[config.mk]
export PLATFORM = sky130hd
export DESIGN_NAME = gated_capture_pipe
export DESIGN_NICKNAME = d
export VERILOG_FILES = /design/src/rtl/gated_capture_pipe.sv
export SDC_FILE = /design/constraint.sdc
export NUM_CORES = 1
export LEC_CHECK = 0
export CAP_MARGIN = 20
export CORE_AREA = 2 2 47 49
export CTS_BUF_LIST = sky130_fd_sc_hd__clkbuf_2 sky130_fd_sc_hd__clkbuf_4 sky130_fd_sc_hd__clkbuf_8
export CTS_CLUSTER_SIZE = 25
export DETAILED_ROUTE_END_ITERATION = 8
export DIE_AREA = 0 0 49 51
export MAX_ROUTING_LAYER = met4
export PLACE_DENSITY = 0.47
export SYNTH_ARGS = -nofsm -noshare
export SYNTH_HDL_FRONTEND = slang
export SYNTH_SLANG_ARGS = --single-unit
[constraint.sdc]
create_clock -name i_clk -period 2.2 [get_ports i_clk]
set_input_delay 0.33 -clock i_clk [delete_from_list [all_inputs] [get_ports i_clk]]
set_output_delay 0.33 -clock i_clk [all_outputs]
set_load 0.02 [all_outputs]
[src/rtl/gated_capture_pipe.sv]
// Enable-gated capture register feeding a DEPTH-stage pipeline with per-stage inversion.
// Adds valid tracking, stall/flush control, occupancy count and dropped-capture reporting.
module gated_capture_pipe #(
    parameter int               WIDTH    = 1,
    parameter int               DEPTH    = 4,
    parameter logic [DEPTH-1:0] INV_MASK = 4'b1010,
    localparam int              CW       = $clog2(DEPTH + 1)
) (
    input  logic             i_clk,
    input  logic             i_rst,
    input  logic             i_en,
    input  logic [WIDTH-1:0] i_a,
    input  logic             i_stall,
    input  logic             i_flush,
    output logic [WIDTH-1:0] o_a,
    output logic             o_valid,
    output logic [CW-1:0]    o_count,
    output logic             o_drop
);

    function automatic logic [CW-1:0] popcount(input logic [DEPTH-1:0] v);
        logic [CW-1:0] c;
        c = '0;
        for (int k = 0; k < DEPTH; k++) begin
            c = c + CW'(v[k]);
        end
        return c;
    endfunction

    logic [WIDTH-1:0] r_cap_d;
    logic             r_cap_v;
    logic [WIDTH-1:0] r_stg_d [DEPTH];
    logic [DEPTH-1:0] r_stg_v;
    logic [CW-1:0]    r_count;
    logic             r_drop;

    logic [WIDTH-1:0] w_cap_d;
    logic             w_adv_cap_v;
    logic [WIDTH-1:0] w_stg_d [DEPTH];
    logic [DEPTH-1:0] w_adv_stg_v;
    logic             w_cap_v;
    logic [DEPTH-1:0] w_stg_v;
    logic             w_drop;

    // Next-state: advance when not stalled, hold (and report lost captures) when stalled.
    always_comb begin
        w_cap_d     = r_cap_d;
        w_adv_cap_v = r_cap_v;
        w_stg_d     = r_stg_d;
        w_adv_stg_v = r_stg_v;
        w_drop      = 1'b0;
        if (!i_stall) begin
            w_cap_d        = i_en ? i_a : r_cap_d;
            w_adv_cap_v    = i_en;
            w_stg_d[0]     = r_cap_d ^ {WIDTH{INV_MASK[0]}};
            w_adv_stg_v[0] = r_cap_v;
            for (int k = 1; k < DEPTH; k++) begin
                w_stg_d[k]     = r_stg_d[k-1] ^ {WIDTH{INV_MASK[k]}};
                w_adv_stg_v[k] = r_stg_v[k-1];
            end
        end else begin
            // A capture coinciding with a flush is discarded silently, not dropped.
            w_drop = i_en & ~i_flush;
        end
    end

    assign w_cap_v = i_flush ? 1'b0 : w_adv_cap_v;
    assign w_stg_v = i_flush ? '0   : w_adv_stg_v;

    // State registers; count is taken from next-state valids so it tracks them exactly.
    always_ff @(posedge i_clk) begin
        if (i_rst) begin
            r_cap_d <= '0;
            r_cap_v <= 1'b0;
            for (int k = 0; k < DEPTH; k++) begin
                r_stg_d[k] <= '0;
            end
            r_stg_v <= '0;
            r_count <= '0;
            r_drop  <= 1'b0;
        end else begin
            r_cap_d <= w_cap_d;
            r_cap_v <= w_cap_v;
            r_stg_d <= w_stg_d;
            r_stg_v <= w_stg_v;
            r_count <= popcount(w_stg_v);
            r_drop  <= w_drop;
        end
    end

    assign o_a     = r_stg_d[DEPTH-1];
    assign o_valid = r_stg_v[DEPTH-1];
    assign o_count = r_count;
    assign o_drop  = r_drop;

endmodule
* Word level (Yosys, flattened, before mapping)
Index checks and enable logic that the tools add are counted.
** Cells by class
- Add/sub/neg operators :: 3
- Multiplexer cells :: 2
- Bitwise gates (word level) :: 5
- Reductions and logical operators :: 3
** Operator list (number)
- 2-to-1 mux 4 bit :: 2
- inverter 1 bit :: 4
- OR reduction 2 bit :: 2
- adder 2 x 1 -> 3 bit :: 1
- adder 3 x 1 -> 3 bit :: 1
- adder 1 x 1 -> 2 bit :: 1
- AND reduction 2 bit :: 1
- bitwise AND 1 bit :: 1
** Word-level totals
- Bits in registers :: 14
- Input port bits :: 6

* Longest topological paths before layout
Gate-level depths: netlist of run 1.
- Word-level depth :: 5
- Gate-level depth with buffers :: 7
- Gate-level depth less buffers :: 6

* Worst setup path before layout of run 1
No wires, ideal clock.
- Path kind :: input port to flip-flop
- Start point :: input i_stall
- End point :: register r_count[1] (netlist: o_count[1])
- Arrival :: 1.872 ns
- Path slack :: 0.212 ns
- Stages :: 7
- Path through :: buf_4 mux2i_1 nor2_1 fa_1 ha_1 ha_1 and2b_2
** Between the ends
- Word-level cells in the longest chain between the ends :: 5
** RTL lines
- start: declaration :: line 13 : input logic i_stall,
- 2-to-1 mux 4 bit :: line 52 : if (!i_stall) begin
- 2-to-1 mux 4 bit :: line 68 : assign w_stg_v = i_flush ? '0 : w_adv_stg_v;
- net w_stg_v[0] :: line 42 : logic [DEPTH-1:0] w_stg_v;
- adder 1 x 1 -> 2 bit :: line 25 : c = c + CW'(v[k]);
- adder 2 x 1 -> 3 bit :: line 25
- adder 3 x 1 -> 3 bit :: line 25
- end signal: assignment :: line 86 : r_count <= popcount(w_stg_v);
- end: declaration :: line 34 : logic [CW-1:0] r_count;
The timed path passes the listed nets, and every way through them passes these cells.
A chain may end at the register's enable or synchronous reset.

* Worst setup path after layout of run 1
Ends and elaborated chain as after synthesis.

==> results of run 1 <==
==> cell usage after synthesis <==
library cell  number  share of area
nand2b_1           1          0.011
nor2b_1            1          0.011
buf_2              1         0.0089
o21ai_0            1         0.0089
nor2_1            12          0.081
fa_1               1          0.036
and2b_2            3          0.047
dfxtp_1           14           0.50
nand2_1            3          0.020
ha_1               2          0.045
mux2i_1            7           0.13
a21oi_1            2          0.018
or2_2              2          0.022
or2_0              1          0.011
nand4bb_1          1          0.020
buf_6              1          0.020
buf_4              1          0.013
==> routing by layer <==
metal  GRT usage  wire (um)  vias up
li1            -          -      202
met1      0.0922        394      173
met2       0.126        384       10
met3      0.0322         52        2
met4      0.0714         12        0
met5           -          0        -
==> final timing paths <==
check / slack (ns) / to / from
min: 0.46 / o_a$_SDFFE_PP0N_ / o_a$_SDFFE_PP0N_
max reg2reg: 0.39 / o_count[1]$_SDFF_PP0_ / r_stg_v[0]$_SDFF_PP0_
min reg2reg: 0.46 / o_a$_SDFFE_PP0N_ / o_a$_SDFFE_PP0N_
max: 0.22 / o_count[1]$_SDFF_PP0_ / i_stall
==> logic make-up (layout without fill, tap and decap cells) <==
logic type | after synthesis | count (layout) | synth area share
flops | 14 | 14 | 0.501
compound gates | 3 | 3 | 0.0268
fa+ha+maj | 3 | 3 | 0.0805
simple gates | 24 | 24 | 0.224
mux | 7 | 7 | 0.125
buf+inv | 3 | 17 | 0.0425
==> critical path, stage by stage <==
cell and delay [ns]:
dlygate4sd2_1 0.33, mux2i_1 0.27, nor2_1 0.09, fa_1 0.47, ha_1 0.20, ha_1 0.26, and2b_2 0.18
==> where the power goes <==
group	leakage, uW	internal [uW]	switching [uW]
combinational	0.000189	22.8	17.8
sequential	0.000114	259	2.77
clock	0.0000138	63.2	72.4
==> area by class of cell <==
| cell class | instances | area (um2) |
|---|---|---|
| fillers | 225 | 1340 |
| flip-flops and latches | 14 | 280 |
| multi-input cells | 37 | 255 |
| repair buffers | 14 | 131 |
| well taps | 28 | 35.0 |
| clock buffers | 3 | 22.5 |
==> cells in the final DEF, fill, tap and decap left out, types with 3 or more instances in the layout <==
cell	instances
dfxtp_1	14
buf_4	3
clkdlybuf4s50_1	10
nand2_1	3
mux2i_1	7
and2b_2	3
clkbuf_4	3
nor2_1	12
==> flip-flops by register name, summed over array words and instances (netlist names) <==
register and flops:
o_count 3, r_stg_d 3, r_cap_d 1, r_stg_v 4, r_cap_v 1, o_drop 1
o_a 1
==> metrics by stage <==
| step | worst slack, ns | power, uW | setup TNS [ns] | std cells |
|---|---|---|---|---|
| floorplan | 0.212 | 293 | 0 | 54 |
| global placement | -0.317 | 310 | -0.664 | 93 |
| detailed placement | -0.351 | 310 | -0.794 | 93 |
| CTS | 0.228 | 451 | 0 | 96 |
| global route | 0.116 | 469 | 0 | 96 |
| finish | 0.224 | 438 | 0 | 96 |
==> what timing repair did <==
action	in CTS	in global routing
setup endpoints to repair	1	0
gates resized for setup	1	0
hold buffers	0	0
==> results_dict.tcl, run 1 <==
set metrics [dict create \
    drtIter0Drc 1 \
    coreArea_mm2 0.00206 \
    ys.warnings.count 0 \
    clock-root-buffer "clkbuf_4" \
    syn_area_um2 559 \
    required_ns 2.36 \
    cts_tree "done" \
    vias 387 \
    ys_types 17 \
    fin_crit_ns 1.98 \
    crit_arrival_ns 2.14 \
    synth_fp_nets 63 \
    antenna_left 0 \
    insertion_delay_ns 0.26 \
    antenna_cells 0 \
    stdcell_area_um2 724 \
    start_util 0.271 \
    vdd_drop_max_mv 0.331 \
    cts_buffers 3 \
    vias_per_cell 4.03 \
    rsz0062_at_grt "false" \
    power_leakage_uw 0.000316 \
    period_share 0.898 \
    post_dp_cell_area_um2 703 \
    maxCapViolCount 0 \
    path_clk_slew_ns 0.08 \
    ff2ff_path_depth 6 \
    ios 12 \
    worstSetupEndpointType "flop" \
    antenna_found_initial 0 \
    layout-drive-gt1-share 0.162 \
    grt_pass1_wl_mm 1.51 \
    netlist_instances 54 \
    place.gp.congestion 0.672 \
    utilization 0.351 \
    worst_pin_slew_ns 0.342 \
    postCtsSetupRepairBufs 0 \
    overflow 0 \
    worst-setup-path-type "in -> reg" \
    final_nets 79 \
    maxSlewViolCount 0 \
    clk_path_buf_depth 2 \
    post_drt_wl_per_cell_um 8.79 \
    wl_um 844 \
    seq_area_frac_synth 0.501 \
    fmax_mhz 506 \
    status "finished, final reports clean" \
    ys_seq_elements 14 \
    grt_start_max_net_pins 11 \
    hold_ws_ns 0.464 \
    powerDensity_mw_per_mm2 605 \
    min_path_type "reg -> reg" \
    cts.htree.levels 1 \
    drtPass1Iterations 3 \
    finClkSkew_ns 0.00129 \
    worstPathMaxFanout 5 \
    die_w_um 49 \
    finalHoldViolations 0 \
    die_area_mm2 0.00250 \
    critPathLaunchType "input port" \
    maxSlewHeadroom 0.772 \
    finalSetupViolCount 0 \
    grt_use_total 0.0855 \
    grt_pass1_vias 350 \
    dpl.hpwl_um 662 \
    clock-sinks 14 \
    die_h_um 51 \
    avgSynthCellArea_um2 10.4 \
    drc 0 \
    rows 17 \
    area_growth_pct 29.5 \
    holdPathStages 2 \
    numPortBuffers 11 \
]
Power figures use the tool's default switching activity.
==> inputs of run 2 (changes only) <==
--- a/config.mk
+++ b/config.mk
@@ -6,11 +6,11 @@
 export NUM_CORES = 1
 export LEC_CHECK = 0
 export CAP_MARGIN = 20
-export CORE_AREA = 2 2 47 49
+export CORE_AREA = 3 3 48 50
 export CTS_BUF_LIST = sky130_fd_sc_hd__clkbuf_2 sky130_fd_sc_hd__clkbuf_4 sky130_fd_sc_hd__clkbuf_8
 export CTS_CLUSTER_SIZE = 25
 export DETAILED_ROUTE_END_ITERATION = 8
-export DIE_AREA = 0 0 49 51
+export DIE_AREA = 0 0 51 53
 export MAX_ROUTING_LAYER = met4
 export PLACE_DENSITY = 0.47
 export SYNTH_ARGS = -nofsm -noshare
==> run 2 against run 1 <==
  * Routed wire length up 0.59%
  * Clock skew increased by 0.00087 ns
  * Register-to-register slack improved by 0.04 ns
  * Fmax up 0.82%
  * Highest routed layer unchanged
  * Via count decreased by 3.4%
  * Sequential power about the same
  * Critical path depth did not move
  * Flip-flop and latch count did not move
  * First-iteration DRC count increased to 6.0 times the previous value
  * Sequential share of layout area grew 0.89 points
  * Non-clock buffer count shrank 2
  * Worst hold slack better by 0.0011 ns
==> results_dict.tcl, run 2 (synthesis gave the netlist of run 1 again) <==
set metrics [dict create \
    status "finished, final reports clean" \
    rrSetupSlack_ns 0.43 \
    slowest_stage "fa_1" \
    post_drt_wl_per_cell_um 9.13 \
    vdd_drop_max_mv 0.305 \
    area_growth_pct 26.6 \
    antenna_cells 0 \
    vias_per_cell 4.02 \
    vias 374 \
    antenna_left 0 \
    numPortBuffers 11 \
    min_path_type "reg -> reg" \
    insertion_delay_ns 0.27 \
    final_nets 77 \
    worstPathCellList "dlygate4sd2_1 -> mux2i_1 -> nor2_1 -> fa_1 -> ha_1 -> ha_1 -> and2b_2" \
    power_leakage_uw 0.000307 \
    die_h_um 53 \
    period_share 0.891 \
    antenna_found_initial 0 \
    wl_um 849 \
    p_comb_frac 0.089 \
    grt_pass1_wl_mm 1.52 \
    fin_crit_ns 1.96 \
    drc 0 \
    clock-sinks 14 \
    worst_pin_slew_ns 0.330 \
    clock-root-buffer "clkbuf_4" \
    clk_path_buf_depth 2 \
    cellInternalPower_uw 344 \
    powerDensity_mw_per_mm2 621 \
    finalSetupViolCount 0 \
    overflow 0 \
    grt_start_max_net_pins 11 \
    die_area_mm2 0.00270 \
    fmax_mhz 510 \
    layout-drive-gt1-share 0.136 \
    cts_tree "done" \
    p_sw_frac 0.216 \
    largest_register_ffs 4 \
    cts_buffers 3 \
    path_clk_slew_ns 0.08 \
    required_ns 2.37 \
    crit_arrival_ns 2.13 \
    layout_commonest_cell "dfxtp_1" \
    cpMostUsedCell "ha_1" \
    switchingPower_uw 95.1 \
    p_seq_frac 0.597 \
    finClkSkew_ns 0.00215 \
    dp.cells 90 \
    rsz0062_at_grt "false" \
    finalHoldViolations 0 \
    cts.htree.levels 1 \
    cts_hold_buf 0 \
    ios 12 \
    regMostFlops "r_stg_v" \
    maxCapViolCount 0 \
    worstSetupEndpointType "flop" \
    final_cell_mix "dfxtp_1 (14), nor2_1 (12), clkdlybuf4s50_1 (10)" \
    die_w_um 51 \
    critPathMaxStageDelay_ns 0.47 \
    place.gp.congestion 0.648 \
    coreArea_mm2 0.00194 \
    grt_pass1_vias 369 \
    grt_use_total 0.0810 \
    maxSlewHeadroom 0.780 \
    critPathLaunchType "input port" \
    stdcell_area_um2 708 \
    fin_cells 93 \
    worst-setup-path-type "in -> reg" \
    drtPass1Iterations 3 \
    rows 16 \
    post_dp_cell_area_um2 687 \
    start_util 0.288 \
    worstPathMaxFanout 5 \
    drtIter0Drc 6 \
    maxSlewViolCount 0 \
    nFillCells 199 \
    clkPwrFrac 0.314 \
]
run 2: worst paths after layout:
kind | start | endpoint | cells past startpoint
hold / removal | r_stg_d[2]$_SDFFE_PP0N_ | r_stg_d[2]$_SDFFE_PP0N_ | 2
setup / recovery | i_stall | o_count[1]$_SDFF_PP0_ | 7
setup reg to reg | r_stg_v[0]$_SDFF_PP0_ | o_count[1]$_SDFF_PP0_ | 6
hold reg to reg | r_stg_d[2]$_SDFFE_PP0N_ | r_stg_d[2]$_SDFFE_PP0N_ | 2
run 2: layout make-up:
type,count,area [um2],area share
clock buffers,3,22.5,0.0318
flip-flops and latches,14,280,0.396
multi-input cells,37,255,0.360
repair buffers,12,116,0.164
well taps,27,33.8,0.0477
run 2: stage by stage:
step / total power (uW) / setup WS, ns / hold WS (ns) / utilization / TNS [ns]
final: 440 / 0.240 / 0.465 / 0.365 / 0
after global routing: 469 / 0.152 / 0.511 / 0.365 / 0
after CTS: 454 / 0.243 / 0.470 / 0.365 / 0
after detailed placement: 309 / -0.339 / 0.457 / 0.354 / -0.750
after global placement: 309 / -0.340 / 0.449 / 0.354 / -0.756
after floorplan: 293 / 0.212 / 0.436 / - / 0
run 2: power groups by stage:
stage	logic (uW)	clock network (uW)	registers, uW
2_1_floorplan	22.7	0	270
3_3_place_gp	40.8	0	268
3_5_place_dp	40.8	0	268
4_1_cts	40.2	151	263
5_1_grt	43.6	162	263
6_report	39.3	138	262
run 2: what timing repair did:
item	4_1_cts	5_1_grt
endpoints found under the setup margin	1	0
resized for setup	1	0
buffers inserted	0	0
run 2: worst max-delay path, delay by kind of cell:
kind	cells	cell delay (ns)
adders and majority gates	3	0.92
muxes	1	0.26
and+or+nand+nor	2	0.26
buffers and inverters	1	0.35
run 2: routing by layer:
layer,vias up,track usage,routed length (um)
met5,-,-,0
met2,12,0.133,366
met1,161,0.0821,382
li1,199,-,-
met4,0,0.0269,13
met3,2,0.0451,86
==> edit 1, RTL diff (flow settings as in run 1) <==
Change the parameter `DEPTH` from 4 to 16.
--- a/src/rtl/gated_capture_pipe.sv
+++ b/src/rtl/gated_capture_pipe.sv
@@ -2,7 +2,7 @@
 // Adds valid tracking, stall/flush control, occupancy count and dropped-capture reporting.
 module gated_capture_pipe #(
     parameter int               WIDTH    = 1,
-    parameter int               DEPTH    = 4,
+    parameter int               DEPTH    = 16,
     parameter logic [DEPTH-1:0] INV_MASK = 4'b1010,
     localparam int              CW       = $clog2(DEPTH + 1)
 ) (
Ports: changed (resized o_count); port bits go from 12 to 14. No check against the original RTL was run, so the function may have changed too.
==> edit 1 against run 1 <==
The flow now stops in 3_5_place_dp; area after synthesis grew to 3.3 times the old value.
==> edit 1: results (changes against run 1) <==
Logic synthesis:
- The count of different cell masters after synthesis is 22 (was 17).
- The share of flip-flops with an asynchronous set or reset was 0 (unchanged).
- The warning count from the yosys run is 0 (unchanged).
- Most instantiated cells after synthesis: 40 x sky130_fd_sc_hd__dfxtp_1, 34 x sky130_fd_sc_hd__nor2_1, 32 x sky130_fd_sc_hd__mux2i_1 (was 14 x sky130_fd_sc_hd__dfxtp_1, 12 x sky130_fd_sc_hd__nor2_1, 7 x sky130_fd_sc_hd__mux2i_1).
- The total nets after synthesis is 199 (was 63).
- The sequential area share after synthesis is 0.435 (was 0.501).
- The register bit total from synthesis is 40 (was 14).
- The number of synthesized flops with an enable pin is 0 (unchanged).
- Synth top area cells: sky130_fd_sc_hd__dfxtp_1 43%, sky130_fd_sc_hd__mux2i_1 17%, sky130_fd_sc_hd__fa_1 11% (was sky130_fd_sc_hd__dfxtp_1 50%, sky130_fd_sc_hd__mux2i_1 13%, sky130_fd_sc_hd__nor2_1 8.1%).

Placed design:
- The number of buffers inserted by port buffering came to 13 (was 11).
- The global placer's final weighted congestion is 0.892 (was 0.672).

Run status:
- Result of the run: aborted with a tool error (was complete, no violations).
- The terminating stage of the flow is 3_5_place_dp.
- The first error in the log reads "[ERROR DPL-0038] Utilization greater than 100%, impossible to legalize".
edit 1: cell count changes after synthesis, sizes merged, moves of 9 or more:
cell | before | now
dfxtp | 14 | 40
fa | 1 | 10
nor2 | 12 | 38
nor3 | 0 | 14
inv | 0 | 12
mux2i | 7 | 32
edit 1: kinds of logic after synthesis:
kind of cell    Yosys count  share of synthesized area
fa+ha+maj                15                      0.143
compound gates            6                     0.0177
simple gates             61                      0.154
mux                      32                      0.174
xor+xnor                  1                    0.00476
flops                    40                      0.435
buf+inv                  23                     0.0720
edit 1: metrics by stage:
stage          hold slack (ns)  setup slack, ns  area [um2]  TNS (ns)  cells
2_1_floorplan            0.455            -1.52        1860     -7.10    178
3_3_place_gp             0.469            -1.74        2110     -8.20    232
==> edit 2, RTL diff (config.mk and constraints of run 1) <==
Made on the original files. The output `o_count` loses its register stage (`r_count` becomes a continuous assignment).
--- a/src/rtl/gated_capture_pipe.sv
+++ b/src/rtl/gated_capture_pipe.sv
@@ -76,17 +76,17 @@
                 r_stg_d[k] <= '0;
             end
             r_stg_v <= '0;
-            r_count <= '0;
             r_drop  <= 1'b0;
         end else begin
             r_cap_d <= w_cap_d;
             r_cap_v <= w_cap_v;
             r_stg_d <= w_stg_d;
             r_stg_v <= w_stg_v;
-            r_count <= popcount(w_stg_v);
             r_drop  <= w_drop;
         end
     end
+
+    assign r_count = popcount(w_stg_v);
 
     assign o_a     = r_stg_d[DEPTH-1];
     assign o_valid = r_stg_v[DEPTH-1];
Function: changed (Yosys sat finds a counterexample within 4 cycles, from zero or initial values and one cycle with i_rst high).
==> edit 2 against run 1 <==
The flow now finishes with violations (negative setup slack); die area is the same; synthesized cell count shrank 13%; fmax shrank 11%; routed wire length shrank 7.6%; via count shrank 4.7%; total power fell by 9.7%; area after synthesis is 16% lower; setup slack worse by 0.24 ns; cell area decreased by 5.5%; sequential cell count shrank 3.
==> edit 2: results (changes against run 1) <==
STA:
- The final-report setup violation count is 1 (was 0).
- The largest clock skew in the final design is 0.000296 ns (was 0.00129 ns).
- The worst-margin pin slew was 0.321 ns (was 0.342 ns).
- The final worst slack is -0.0147 ns (was 0.224 ns).

Route:
- The starting DRC count in detailed routing is 2 (was 1).
- The detailed-router iteration count before antenna repair is 2 (was 3).
- The detailed-routing wirelength on met1 is 360 um (was 394 um).
- The routed length per placed instance was 8.48 um (was 8.79 um).
- The via count normalized by instance count is 4.01 (was 4.03).

Pwr:
- The internal portion of total power is 310 uW (was 345 uW).
- The combinational power share is 0.103 (was 0.093).
- The peak supply drop is 0.000430 V (was 0.000331 V).
- The power attributed to sequential cells is 208 uW (was 262 uW).

Min path:
- The worst hold path startpoint is i_stall (was o_a$_SDFFE_PP0N_).
- The path class of the lowest-slack min-delay path is in -> reg (was reg -> reg).

Logic synthesis:
- The share of synthesized cell area in full adder, half adder and majority cells came to 0.0963 (was 0.0805).
- The average footprint of a synthesized cell came to 9.96 um2 (was 10.4 um2).
- The count of different cell masters after synthesis was 15 (was 17).
- Most instantiated cells after synthesis: 12 x sky130_fd_sc_hd__nor2_1, 11 x sky130_fd_sc_hd__dfxtp_1, 7 x sky130_fd_sc_hd__mux2i_1 (was 14 x sky130_fd_sc_hd__dfxtp_1, 12 x sky130_fd_sc_hd__nor2_1, 7 x sky130_fd_sc_hd__mux2i_1).
- The post-synthesis compound-gate area fraction was 0.0321 (was 0.0268).

Final layout:
- The layout filler cell count is 224 (was 225).
- The layout cell share with drive strength beyond 1 is 0.344 (was 0.162).
- The number of signal-net buffers in the layout is 15 (was 14).
- The flip-flop and latch count came to 11 (was 14).
- The share of the core filled with cells is 0.332 (was 0.351).
- The total number of multi-input combinational cells is 34 (was 37).
- The count of clock buffers in the final design came to 4 (was 3).
- The buffering overhead is 0.196 (was 0.181).

Global routing:
- The met2 demand-to-capacity share in global routing is 0.107 (was 0.126).
- The met3 capacity usage during global routing is 0.0526 (was 0.0322).
- The total global-route track usage is 0.0812 (was 0.0855).
- The number of global-route vias before repair was 353 (was 350).

Placed design:
- The global placer's final weighted congestion is 0.646 (was 0.672).
- The count of placed standard cells including taps is 88 (was 93).
- The total placed instance area is 627 um2 (was 703 um2).
- The setup slack at placement is -0.974 ns (was -0.351 ns).

Run status:
- The final reports fail on negative setup slack.
- Result of the run: finished with violations (was complete, no violations).

CTS:
- The quantity of gates resized following cts is 16 (was 1).

Critical path:
- The start point of the critical path is r_stg_v[1]$_SDFF_PP0_ (was i_stall).
==> edit 2: cell count changes after synthesis, sizes merged <==
| cell | delta |
|---|---|
| buf | -1 |
| and2b | -2 |
| dfxtp | -3 |
| nor2b | -1 |
==> edit 2: worst paths after layout <==
check,end,slack (ns),cells past startpoint
setup / recovery,o_count[1],-0.01,6
hold / removal,r_stg_v[3]$_SDFF_PP0_,0.43,3
setup reg to reg,r_stg_d[2]$_SDFFE_PP0N_,1.43,2
hold reg to reg,r_stg_d[2]$_SDFFE_PP0N_,0.46,2
==> edit 2: cell families (layout without fill, tap and decap cells) <==
| logic type | count (synthesis) | count (layout) |
|---|---|---|
| AO/OA/AOI/OAI | 3 | 3 |
| adder cells (fa/ha/maj) | 3 | 3 |
| buffers and inverters | 2 | 19 |
| flip-flops | 11 | 11 |
| multiplexers | 7 | 7 |
| AND/OR/NAND/NOR | 21 | 21 |
